File: src/rtl/serial_adder_pkg.sv
// Shared types and constants for the bit-serial adder.
// Provides the FSM state encoding and the counter-width helper.
package serial_adder_pkg;

  typedef enum logic [1:0] {
    IDLE = 2'd0,
    RUN  = 2'd1,
    DONE = 2'd2
  } state_t;

  // Counter must reach WIDTH, so it needs clog2(WIDTH+1) bits.
  function automatic int cnt_w(input int w);
    return $clog2(w + 1);
  endfunction

  localparam int DEF_WIDTH = 8;
  localparam int DEF_CNT_W = cnt_w(DEF_WIDTH);

endpackage

File: src/rtl/full_adder.sv
// Single-bit full-adder cell.
// Ports: a, b, ci in; s (sum), co (carry) out.
module full_adder (
  input  logic a,
  input  logic b,
  input  logic ci,
  output logic s,
  output logic co
);

  assign s  = a ^ b ^ ci;
  assign co = (a & b) | (ci & (a ^ b));

endmodule

File: src/rtl/serial_adder.sv
// Bit-serial adder: one full-adder step per RUN cycle, LSB first.
// Ports: clk, rst_n, start, A, B, Cin in; busy, done, Sum, Cout out.
// Optional Ovf (signed overflow) output with SERIAL_ADDER_OVF_EN.
module serial_adder
  import serial_adder_pkg::*;
#(
  parameter int WIDTH = 8
) (
  input  logic             clk,
  input  logic             rst_n,
  input  logic             start,
  input  logic [WIDTH-1:0] A,
  input  logic [WIDTH-1:0] B,
  input  logic             Cin,
  output logic             busy,
  output logic             done,
  output logic [WIDTH-1:0] Sum,
  output logic             Cout
`ifdef SERIAL_ADDER_OVF_EN
  ,
  output logic             Ovf
`endif
);

  localparam int CW = cnt_w(WIDTH);
  localparam logic [CW-1:0] LAST = CW'(WIDTH - 1);

  state_t state, nxt;

  logic [WIDTH-1:0] a_sr;
  logic [WIDTH-1:0] b_sr;
  logic [WIDTH-1:0] sum_r;
  logic [CW-1:0]    cnt;
  logic             cy;
  logic             cout_r;
  logic             fa_s;
  logic             fa_co;
  logic             ld;
  logic             last;

  full_adder u_fa (
    .a  (a_sr[0]),
    .b  (b_sr[0]),
    .ci (cy),
    .s  (fa_s),
    .co (fa_co)
  );

  assign last = (cnt == LAST);

  always_comb begin
    nxt  = state;
    busy = 1'b0;
    done = 1'b0;
    ld   = 1'b0;
    unique case (state)
      IDLE: begin
        if (start) begin
          ld  = 1'b1;
          nxt = RUN;
        end
      end
      RUN: begin
        busy = 1'b1;
        if (last) nxt = DONE;
      end
      DONE: begin
        done = 1'b1;
        if (start) begin
          ld  = 1'b1;
          nxt = RUN;
        end else begin
          nxt = IDLE;
        end
      end
      default: nxt = IDLE;
    endcase
  end

  always_ff @(posedge clk or negedge rst_n) begin
    if (!rst_n) state <= IDLE;
    else        state <= nxt;
  end

  always_ff @(posedge clk or negedge rst_n) begin
    if (!rst_n) begin
      a_sr   <= '0;
      b_sr   <= '0;
      sum_r  <= '0;
      cnt    <= '0;
      cy     <= 1'b0;
      cout_r <= 1'b0;
    end else if (ld) begin
      a_sr <= A;
      b_sr <= B;
      cy   <= Cin;
      cnt  <= '0;
    end else if (state == RUN) begin
      a_sr  <= a_sr >> 1;
      b_sr  <= b_sr >> 1;
      sum_r <= {fa_s, sum_r[WIDTH-1:1]};
      cy    <= fa_co;
      cnt   <= cnt + CW'(1);
      if (last) cout_r <= fa_co;
    end
  end

`ifdef SERIAL_ADDER_OVF_EN
  logic ovf_r;

  // On the MSB step cy holds the carry into the MSB.
  always_ff @(posedge clk or negedge rst_n) begin
    if (!rst_n)
      ovf_r <= 1'b0;
    else if (!ld && state == RUN && last)
      ovf_r <= cy ^ fa_co;
  end

  assign Ovf = ovf_r;
`endif

  assign Sum  = sum_r;
  assign Cout = cout_r;

endmodule

File: config.mk
export PLATFORM = sky130hd
export DESIGN_NAME = serial_adder
export DESIGN_NICKNAME = d
export VERILOG_FILES = /design/src/rtl/serial_adder_pkg.sv /design/src/rtl/full_adder.sv /design/src/rtl/serial_adder.sv
export SDC_FILE = /design/constraint.sdc
export NUM_CORES = 1
export LEC_CHECK = 0
export CAP_MARGIN = 25
export CORE_UTILIZATION = 49
export DETAILED_ROUTE_END_ITERATION = 10
export GPL_TIMING_DRIVEN = 0
export PLACE_DENSITY = 0.78
export SYNTH_ARGS = -nofsm -noshare
export SYNTH_HDL_FRONTEND = slang
export SYNTH_SLANG_ARGS = --single-unit
export TNS_END_PERCENT = 100
File: constraint.sdc
create_clock -name clk -period 1.41 [get_ports clk]
set_input_delay 0.282 -clock clk [delete_from_list [all_inputs] [get_ports clk]]
set_output_delay 0.282 -clock clk [all_outputs]
set_load 0.01 [all_outputs]
After elaboration in Yosys (flattened, before gate mapping)
Index checks and enable logic that the tools add are counted.

Word-level logic and storage cells: 41. Flip-flop bits (word level): 32.

Mux-type cells: 16. Bitwise operators: 6. Eq/ne operators: 5. Reductions and logical operators: 6. Add/sub/neg operators: 1.

Operator list (number): 8-bit 2-to-1 mux (4); 4-bit 2-to-1 mux (2); 1-bit 2-to-1 mux (7); 2-bit case mux with 3 select lines (1); 4-bit by 1-bit adder with 4-bit output, second input constant (1); 4-bit by 3-bit == test with 1-bit output, second input constant (1); 2-bit 2-to-1 mux (2); 2-bit != test, second input constant (2); 2-bit AND reduction (2); 3-bit AND reduction (1); 1-bit AND (2); 2-bit by 1-bit == test with 1-bit output, second input constant (1); 2-bit == test, second input constant (1); 2-bit zero test (1); 2-bit nonzero test (1); 2-bit OR reduction (1); 1-bit bitwise XOR (2); 1-bit NOT (1); 1-bit OR (1).

Longest topological paths before layout
Gate-level depths: netlist (run 1).

Depth after elaboration: 5. Mapped depth: 6. Depth with buffers taken out: 4.

By module
From an unflattened synthesis (run 1), not the netlist that was laid out.

Cell total of the unflattened synthesis: 148. Area total of the unflattened synthesis: 1405.1 um^2.

By module, submodules not included: serial_adder (area an instance 1385.1 um^2, instances 1, cells an instance 147); full_adder (area an instance 20.0 um^2, instances 1, cells an instance 1).

Least setup slack after synthesis (run 1)
No wires, ideal clock.

Path type: register -> register. Start: register state[1]. End: register cout_r (netlist: Cout). Required time: 1.282 ns. Arrival time: 1.100 ns. Setup slack: 0.183 ns. Cell stages (with the launch flop): 5. Period minus slack after synthesis: 1.227 ns. Library setup time: 0.128 ns. Cell sequence: dfrtp_1 -> nand2b_1 -> buf_6 -> nor3_4 -> mux2_1.

Cells in the longest elaborated chain, start to end: 5. Elaborated cells between the ends (all ways): 7.

Ends and longest elaborated chain: start: declaration (RTL line serial_adder.sv:28) `state_t state, nxt;`; start signal: assignment (RTL line serial_adder.sv:82) `else state <= nxt;`; 2-bit == test or 2-bit zero test (tied branches) (RTL line serial_adder.sv:56) `unique case (state)`; 2-bit OR reduction (no source line); 1-bit 2-to-1 mux; 1-bit NOT (no source line); 3-bit AND reduction (no source line) *; end signal: assignment (RTL line serial_adder.sv:104) `if (last) cout_r <= fa_co;`; end: declaration (RTL line serial_adder.sv:35) `logic cout_r;`.

Every way passes the cells marked *; elsewhere a longest branch is shown, timed or not. A chain may end at the register's enable or synchronous reset.

Worst setup path after layout (run 1)
Start: register state[1]. End: output busy.

Cells in the longest elaborated chain, start to end: 2.

Ends and longest elaborated chain: 2-bit by 1-bit == test with 1-bit output (RTL line serial_adder.sv:56); 1-bit 2-to-1 mux (RTL line serial_adder.sv:56); end: declaration (RTL line serial_adder.sv:15) `output logic busy,`.

No other way between the ends.

==> impl_metrics.json, run 1 <==
{
  "status": "completed",
  "cpMaxStageDelayCell": "dfrtp_1",
  "max_cap_viol_count": 0,
  "yosys-top-cells-area": "dfrtp_1 57%, nand2_1 13%, nor2_1 3.7%",
  "clock_path_buffers": 2,
  "grt_max_degree": 19,
  "synth_top_area_share_pct": 56.79,
  "drt_pass1_iterations": 4,
  "finalHoldViolCount": 0,
  "routedWlPerCell_um": 13.70,
  "drt-total-wl_um": 2973,
  "cts_num_sinks": 32,
  "die_w_um": 55.65,
  "grt_first_pass_wirelength_um": 5002,
  "hold_path.class": "input pin to asynchronous set/reset pin",
  "peakVddDrop_uv": 1971,
  "dp_hpwl_um": 2096,
  "syn_avg_cell_area_um2": 9.725,
  "cts-buffers-inserted": 5,
  "fin_nets": 207,
  "rr_startpoint": "state[1]",
  "synth_area_um2": 1410,
  "die-area_um2": 3096,
  "drive_gt1_share_pct": 15.05,
  "dpl-instance-area_um2": 1777,
  "setup.worst_path.start": "state[1]",
  "final_cell_area_um2": 1889,
  "first_global_vias": 1107,
  "tns_ps": 0,
  "setup_viol": 0,
  "synthFlopType": "dfrtp_1",
  "drv_slew": 0,
  "synth_seq_cells": 32,
  "period_minus_slack_ps": 1336,
  "cp-start-kind": "flop",
  "syn-instance-count": 145,
  "clock_latency_ps": 350,
  "grt_use_total_pct": 21.66,
  "cp.arrival_ps": 1050,
  "antenna_left": 0,
  "syn_nets": 167,
  "synth_edf_count": 0,
  "power_density_nw_per_um2": 2250,
  "path_cells": "nand2b_4, inv_8, buf_6",
  "fp-row-count": 19,
  "drc": 0,
  "seq_area_frac_synth_pct": 56.79,
  "die_h_um": 55.65,
  "syn2layout_area_growth_pct": 33.98,
  "start_util_pct": 51.58,
  "core-area_um2": 2734,
  "fin_skew_ps": 8.271,
  "drt_iter0_drc": 29,
  "cts_max_level": 2,
  "cp_num_buf_inv": 2,
  "critPathMaxStageDelay_ps": 380,
  "io_buffers": 30,
  "required_ps": 1130,
  "yosys_warnings": 0,
  "vias": 1158,
  "crit_type": "flop to primary output",
  "maxSlewHeadroom_pct": 48.48,
  "n_fill_cell": 217,
  "antenna_cells": 0,
  "root_buffer": "clkbuf_4",
  "cp_max_fo": 2,
  "worst_setup_path_end_kind": "primary output",
  "overflow": 0,
  "antenna_found_initial": 0,
  "cts_tree": "yes",
  "rsz0062_at_grt": "no",
  "tightest_slew_ps": 770.4,
  "synthArstFlopShare_pct": 100.0,
  "io-pin-count": 31,
  "timing.fmax_ghz": 0.7486,
  "period_share_pct": 94.74,
  "crit_family": "flip-flops",
  "yosysTopAreaCell": "dfrtp_1",
  "place.gp.congestion": 0.7911,
  "viasPerCell": 5.336,
  "p_leak_nw": 0.9040,
  "synth_cell_types": 25,
  "path_clk_slew_ps": 100
}
-- sequential cells by signal, indices dropped and copies added, names as in the netlist --
signal,cells
Cout,1
b_sr,8
cnt,4
cy,1
state,2
Sum,8
a_sr,8
-- synthesized netlist by cell type (2+ instances only) --
cell type,instances
nand3_1,3
nor2_1,14
nor3_1,4
dfrtp_1,32
buf_2,6
o22ai_1,4
nand2b_1,2
buf_6,3
a22o_1,2
a31oi_1,8
nor2b_1,2
a22oi_1,3
nand2_1,49
mux2i_1,2
-- through the flow --
stage          utilization (%)  worst slack [ps]  std cells  power (mW)  hold slack, ps
3_3_place_gp             63.98            -502.9        206       3.412           463.1
2_1_floorplan                -             182.9        145       2.852          -13.59
5_1_grt                  69.11             10.66        217       4.574           411.5
3_5_place_dp             64.99            -357.8        207       3.509           469.9
6_report                 69.11             74.13        217       4.250           377.7
4_1_cts                  68.05            -37.22        217       4.187           387.4
-- layout make-up --
cell class	instances	area, um^2	area share (%)
sequential	32	800.8	42.38
inverter	1	11.26	0.5960
buffer	8	63.81	3.377
tap	31	38.79	2.053
timing repair buffer	35	350.3	18.54
clock buffer	6	41.29	2.185
clock inverter	2	35.03	1.854
multi-input combinational	102	548.0	29.01
-- worst reg2reg max path: stages (launching register included) --
cell,delay [ps]
dfrtp_1,380
nand2b_4,180
inv_8,70
buf_4,180
buf_6,160
nor2_1,70
a22o_1,180
-- cells by family (layout without fill, tap and decap cells) --
family	count (synthesis)	count (layout)	share of synthesized area, %
XOR/XNOR	1	1	0.6212
AND/OR/NAND/NOR	76	76	22.63
multiplexers	4	4	3.283
buffers and inverters	11	52	5.502
adder cells (fa/ha/maj)	2	2	2.307
flip-flops	32	32	56.79
AO/OA/AOI/OAI	19	19	8.872
-- cell usage in the layout (no fill, tap or decap), types with 3 or more instances in the layout --
| cell type | n |
|---|---|
| a22oi_1 | 3 |
| buf_6 | 4 |
| dfrtp_1 | 32 |
| clkbuf_4 | 6 |
| nor2_1 | 14 |
| dlygate4sd2_1 | 9 |
| buf_2 | 4 |
| nand3_1 | 3 |
| o22ai_1 | 4 |
| clkdlybuf4s50_1 | 19 |
| a31oi_1 | 8 |
| buf_4 | 4 |
| nor3_1 | 3 |
| nand2_1 | 49 |
-- worst paths after layout --
path	end	slack [ps]	cells past startpoint
max in group asynchronous	cnt[0]	480	2
min in group clk	a_sr[7]	480	3
setup reg to reg	cnt[1]	90	6
hold / removal	b_sr[5]	380	1
hold reg to reg	Sum[0]	480	2
setup / recovery	busy	70	3
-- repair_timing --
action                                  CTS  global route
endpoints found under the setup margin   11            12
hold buffers                              0             0
setup buffers                             3             1
gates resized for setup                  18            11
pin swaps                                 1             1
-- per-layer routing --
metal  global-route usage (%)  wire length, um
met1                    28.06             1316
met3                    7.209              143
met2                    32.87             1440
met5                        0                0
met4                    10.36               72
-- power by group --
part | internal (mW) | switching (mW)
clock network | 0.371 | 0.322
logic | 0.927 | 0.993
registers | 1.35 | 0.286
Power figures use the tool's default switching activity.
==> inputs of run 2 (changes only) <==
--- a/config.mk
+++ b/config.mk
@@ -8,2 +8,3 @@
 export CAP_MARGIN = 25
+export CORE_ASPECT_RATIO = 1.2
 export CORE_UTILIZATION = 49
--- a/constraint.sdc
+++ b/constraint.sdc
@@ -3,2 +3,2 @@
 set_output_delay 0.282 -clock clk [all_outputs]
-set_load 0.01 [all_outputs]
+set_load 0.1 [all_outputs]
==> run 2 against run 1 <==
  * Clock-buffer cell count shrank 1
  * Global-route usage rose by 2.8 points
  * First-iteration DRC count increased by 14%
  * Core utilization is 1.7 points higher
  * Die area about the same
  * Fmax fell by 4.6%
  * Largest power group unchanged
==> impl_metrics.json, run 2 (same netlist as run 1, synthesis figures left out) <==
{
  "status": "completed",
  "maxUsedRoutingLayer": "met4",
  "path_clk_slew_ps": 90,
  "worst_setup_path_end_kind": "primary output",
  "vias": 1195,
  "n_fill_cell": 200,
  "period_minus_slack_ps": 1400,
  "hold_path.class": "input pin to asynchronous set/reset pin",
  "drt-total-wl_um": 3202,
  "met2WireLength_um": 1679,
  "grt_use_total_pct": 24.49,
  "final_common_cell": "nand2_1",
  "io-pin-count": 31,
  "required_ps": 1130,
  "peakVddDrop_uv": 2001,
  "antenna_found_initial": 0,
  "period_share_pct": 99.27,
  "tns_ps": 0,
  "power_density_nw_per_um2": 2706,
  "cts-buffers-inserted": 5,
  "start_util_pct": 53.67,
  "grt_max_degree": 22,
  "first_global_vias": 1170,
  "syn2layout_area_growth_pct": 31.85,
  "cts_num_sinks": 32,
  "grt_first_pass_wirelength_um": 5382,
  "p_leak_nw": 0.8737,
  "root_buffer": "clkbuf_4",
  "met3_length_um": 169,
  "cp-start-kind": "flop",
  "worst_slack_ps": 10.27,
  "fin_skew_ps": 6.675,
  "place.gp.congestion": 0.7473,
  "overflow": 0,
  "drc": 0,
  "core-area_um2": 2628,
  "die_h_um": 60.77,
  "drv_slew": 0,
  "drt_iter0_drc": 33,
  "cp_max_fo": 2,
  "timing.fmax_ghz": 0.7144,
  "drive_gt1_share_pct": 20.11,
  "clock_latency_ps": 330,
  "most-common-layout-cells": "49 x nand2_1, 31 x dfrtp_1, 19 x clkdlybuf4s50_1",
  "cts_max_level": 2,
  "rsz0062_at_grt": "yes",
  "clock_path_buffers": 2,
  "fp-row-count": 20,
  "setup_viol": 0,
  "met1Wirelength_um": 1301,
  "viasPerCell": 5.507,
  "place_ws_ps": -908.2,
  "drt_pass1_iterations": 4,
  "maxSlewHeadroom_pct": 57.04,
  "routedWlPerCell_um": 14.76,
  "r2r_slack_ps": 50,
  "cts_tree": "yes",
  "die_w_um": 50.97,
  "finalHoldViolCount": 0,
  "crit_type": "flop to primary output",
  "tightest_slew_ps": 642.4,
  "antenna_cells": 0,
  "dp_hpwl_um": 2242,
  "antenna_left": 0,
  "io_buffers": 30,
  "fin_nets": 208,
  "ctsHoldBuffers": 0,
  "die-area_um2": 3097,
  "max_cap_viol_count": 0,
  "cp.arrival_ps": 1120
}
run 2: worst max-delay path: stages, from the launching register on:
cell	delay (ps)
dfrtp_1	390
nand2b_4	170
inv_8	60
buf_12	160
run 2: per-stage QoR:
step / instance area, um^2 / power [mW] / std cells / hold WS [ps] / util [%]
finish: 1859 / 5.031 / 217 / 344.7 / 70.76
global route: 1859 / 5.359 / 217 / 379.0 / 70.76
CTS: 1839 / 5.023 / 216 / 350.6 / 70.00
detailed placement: 1789 / 4.495 / 209 / 481.8 / 68.10
global placement: 1762 / 4.364 / 208 / 464.3 / 67.05
floorplan: 1420 / 3.780 / 145 / -13.59 / -
run 2: routing by layer:
metal,track usage (%),vias to the layer above
met5,0,-
met4,9.921,0
met3,8.020,8
met2,41.54,41
met1,28.81,586
li1,-,560
run 2: path summary, 6_finish.rpt:
kind | startpoint | cells after the start | to
worst max-delay path | state[1] | 3 | busy
worst min-delay path | rst_n | 1 | state[1]
worst max register to register | cnt[1] | 4 | Cout
worst min register to register | Sum[0] | 2 | Sum[0]
max in group asynchronous | rst_n | 2 | Sum[1]
min in group clk | Sum[0] | 2 | Sum[0]
run 2: where the power goes:
| part | leakage (nW) | internal [mW] | switching [mW] |
|---|---|---|---|
| clock | 0.0230 | 0.166 | 0.272 |
| combinational | 0.456 | 0.980 | 1.96 |
| sequential | 0.395 | 1.36 | 0.301 |
| total | 0.874 | 2.50 | 2.53 |
run 2: timing repair:
item                                    CTS  global route
gates resized for setup                  72             5
setup buffers                             3             2
pin swaps                                 1             0
endpoints found under the setup margin   11            23
run 2: area by class of cell:
class / count / area (um^2) / share of cell area (%)
inverters: 1 / 11.26 / 0.6057
repair buffers: 36 / 362.8 / 19.52
flip-flops and latches: 32 / 802.0 / 43.14
multi-input cells: 102 / 549.3 / 29.54
clock buffers: 5 / 37.54 / 2.019
plain buffers: 8 / 55.05 / 2.961
well taps: 33 / 41.29 / 2.221
==> inputs of run 3 (changes only) <==
Settings changed: CORE_ASPECT_RATIO 1.2 to 0.75, CTS_CLUSTER_SIZE set to 20.
==> run 3 against run 2 <==
  * Register-to-register slack is essentially flat
  * First-iteration DRC count grew 39%
  * Critical path type unchanged
  * Worst hold slack worse by 4.5 ps
  * Non-clock buffer count up 1
  * Global-route usage decreased by 0.71 points
  * Via count barely moved
  * Combinational power down 2%
  * Fmax up 0.78%
  * Clock skew is 0.51 ps lower
  * Total power increased by 4.5%
  * Critical path depth is the same
  * Wire length rose by 1.3%
==> impl_metrics.json, run 3 (same netlist as run 1, synthesis figures left out) <==
{
  "period_share_pct": 98.50,
  "cp.arrival_ps": 1110,
  "core-area_um2": 2663,
  "drt_pass1_iterations": 4,
  "cp-start-kind": "flop",
  "gr-usage-met1_pct": 31.46,
  "dpl-instance-area_um2": 1780,
  "clockPowerShare_pct": 13.7,
  "first_global_vias": 1203,
  "cp_max_fo": 5,
  "ctsHoldBuffers": 0,
  "grt_use_total_pct": 23.78,
  "fin_skew_ps": 6.169,
  "drive_gt1_share_pct": 20.21,
  "grtUsageMet3_pct": 7.075,
  "io-pin-count": 31,
  "cts-buffers-inserted": 5,
  "seqCellArea_um2": 802.0,
  "rsz0062_at_grt": "yes",
  "required_ps": 1130,
  "vias": 1194,
  "pwr-share-comb_pct": 54.8,
  "tightest_slew_ps": 491.0,
  "worst_slack_ps": 21.16,
  "power_density_nw_per_um2": 2774,
  "p_leak_nw": 0.8990,
  "antenna_cells": 0,
  "multi_input_area_um2": 546.8,
  "overflow": 0,
  "fp-row-count": 16,
  "drc": 0,
  "worst_setup_path_end_kind": "primary output",
  "die_h_um": 48.46,
  "power_frac_seq_pct": 31.5,
  "reg2reg_depth": 4,
  "finalHoldViolCount": 0,
  "place_ws_ps": -938.1,
  "grt_max_degree": 22,
  "grt_util_met2_pct": 37.06,
  "io_buffers": 30,
  "cts_tree": "yes",
  "layout.cells.non_filler": 224,
  "final_common_cell": "nand2_1",
  "period_minus_slack_ps": 1389,
  "max_cap_viol_count": 0,
  "p_int_mw": 2.669,
  "p_switching_mw": 2.587,
  "top_usage_layer": "met2",
  "clock_latency_ps": 290,
  "viasPerCell": 5.330,
  "swShare_pct": 49.22,
  "dp_hpwl_um": 2227,
  "crit_type": "flop to primary output",
  "n_fill_cell": 201,
  "cts_num_sinks": 32,
  "die-area_um2": 3098,
  "cts_max_level": 2,
  "clock_path_buffers": 2,
  "drt_iter0_drc": 46,
  "fin_nets": 209,
  "total_power_mw": 5.255,
  "most-common-layout-cells": "49 x nand2_1, 31 x dfrtp_1, 19 x clkdlybuf4s50_1",
  "drt-total-wl_um": 3244,
  "status": "completed",
  "start_util_pct": 52.96,
  "antenna_left": 0,
  "place_inst": 212,
  "place.gp.congestion": 0.7674,
  "syn2layout_area_growth_pct": 34.34,
  "routedWlPerCell_um": 14.48,
  "peakVddDrop_uv": 1504,
  "timing.fmax_ghz": 0.7200,
  "grt_first_pass_wirelength_um": 5492,
  "die_w_um": 63.95,
  "hold_path.class": "input pin to asynchronous set/reset pin",
  "antenna_found_initial": 0,
  "drv_slew": 0,
  "final_cell_area_um2": 1894,
  "setup_viol": 0,
  "root_buffer": "clkbuf_8",
  "maxSlewHeadroom_pct": 67.49,
  "path_clk_slew_ps": 70,
  "tns_ps": 0
}
## run 3: cell types whose count changed in the layout (fill, tap and decap cells not counted), moves of 2 or more
cell,previous run,this run
buf_2,5,14
clkbuf_4,8,0
buf_4,12,6
clkbuf_8,0,6
clkbuf_1,0,2
## run 3: power by group through the flow
stage | clock (mW) | sequential [mW] | combinational, mW
global route | 0.759 | 1.71 | 3.09
CTS | 0.723 | 1.66 | 2.85
detailed placement | 0 | 1.66 | 2.82
finish | 0.718 | 1.66 | 2.88
floorplan | 0 | 2.43 | 1.35
global placement | 0 | 1.63 | 2.74
## run 3: metrics by stage
stage,hold slack [ps],utilization [%]
after detailed placement,485.6,66.87
final,340.2,71.15
after CTS,494.2,69.78
after floorplan,-13.59,-
after global placement,459.0,66.31
after global routing,352.1,71.15
## run 3: area by class of cell
class	count	area share, %
Multi-Input combinational cell	102	28.86
Sequential cell	32	42.34
Buffer	8	2.906
Inverter	1	0.5945
Timing Repair Buffer	37	18.16
Clock buffer	8	4.756
Tap cell	36	2.378
## run 3: final timing paths
check	start	endpoint	slack, ps
setup reg to reg	state[1]	Cout	60
hold reg to reg	Sum[7]	Sum[6]	490
min in group clk	Sum[7]	Sum[6]	490
setup / recovery	state[1]	busy	20
max in group asynchronous	rst_n	state[0]	770
hold / removal	rst_n	b_sr[7]	340
## run 3: what timing repair did
item                                    4_1_cts  5_1_grt
setup buffers                                 2        3
endpoints found under the setup margin       11       12
hold endpoints to repair                      0        0
gates resized for setup                      65        1
## run 3: critical path: stages, from the launching register on
cell and delay, ps:
dfrtp_1 380, nand2b_4 190, inv_8 80, buf_12 160
## run 3: routing by layer
layer  up-vias  share of wire (%)
li1        562                  -
met1       584                 47
met2        39                 46
met3         9                5.3
met4         0                1.8
met5         -                  0
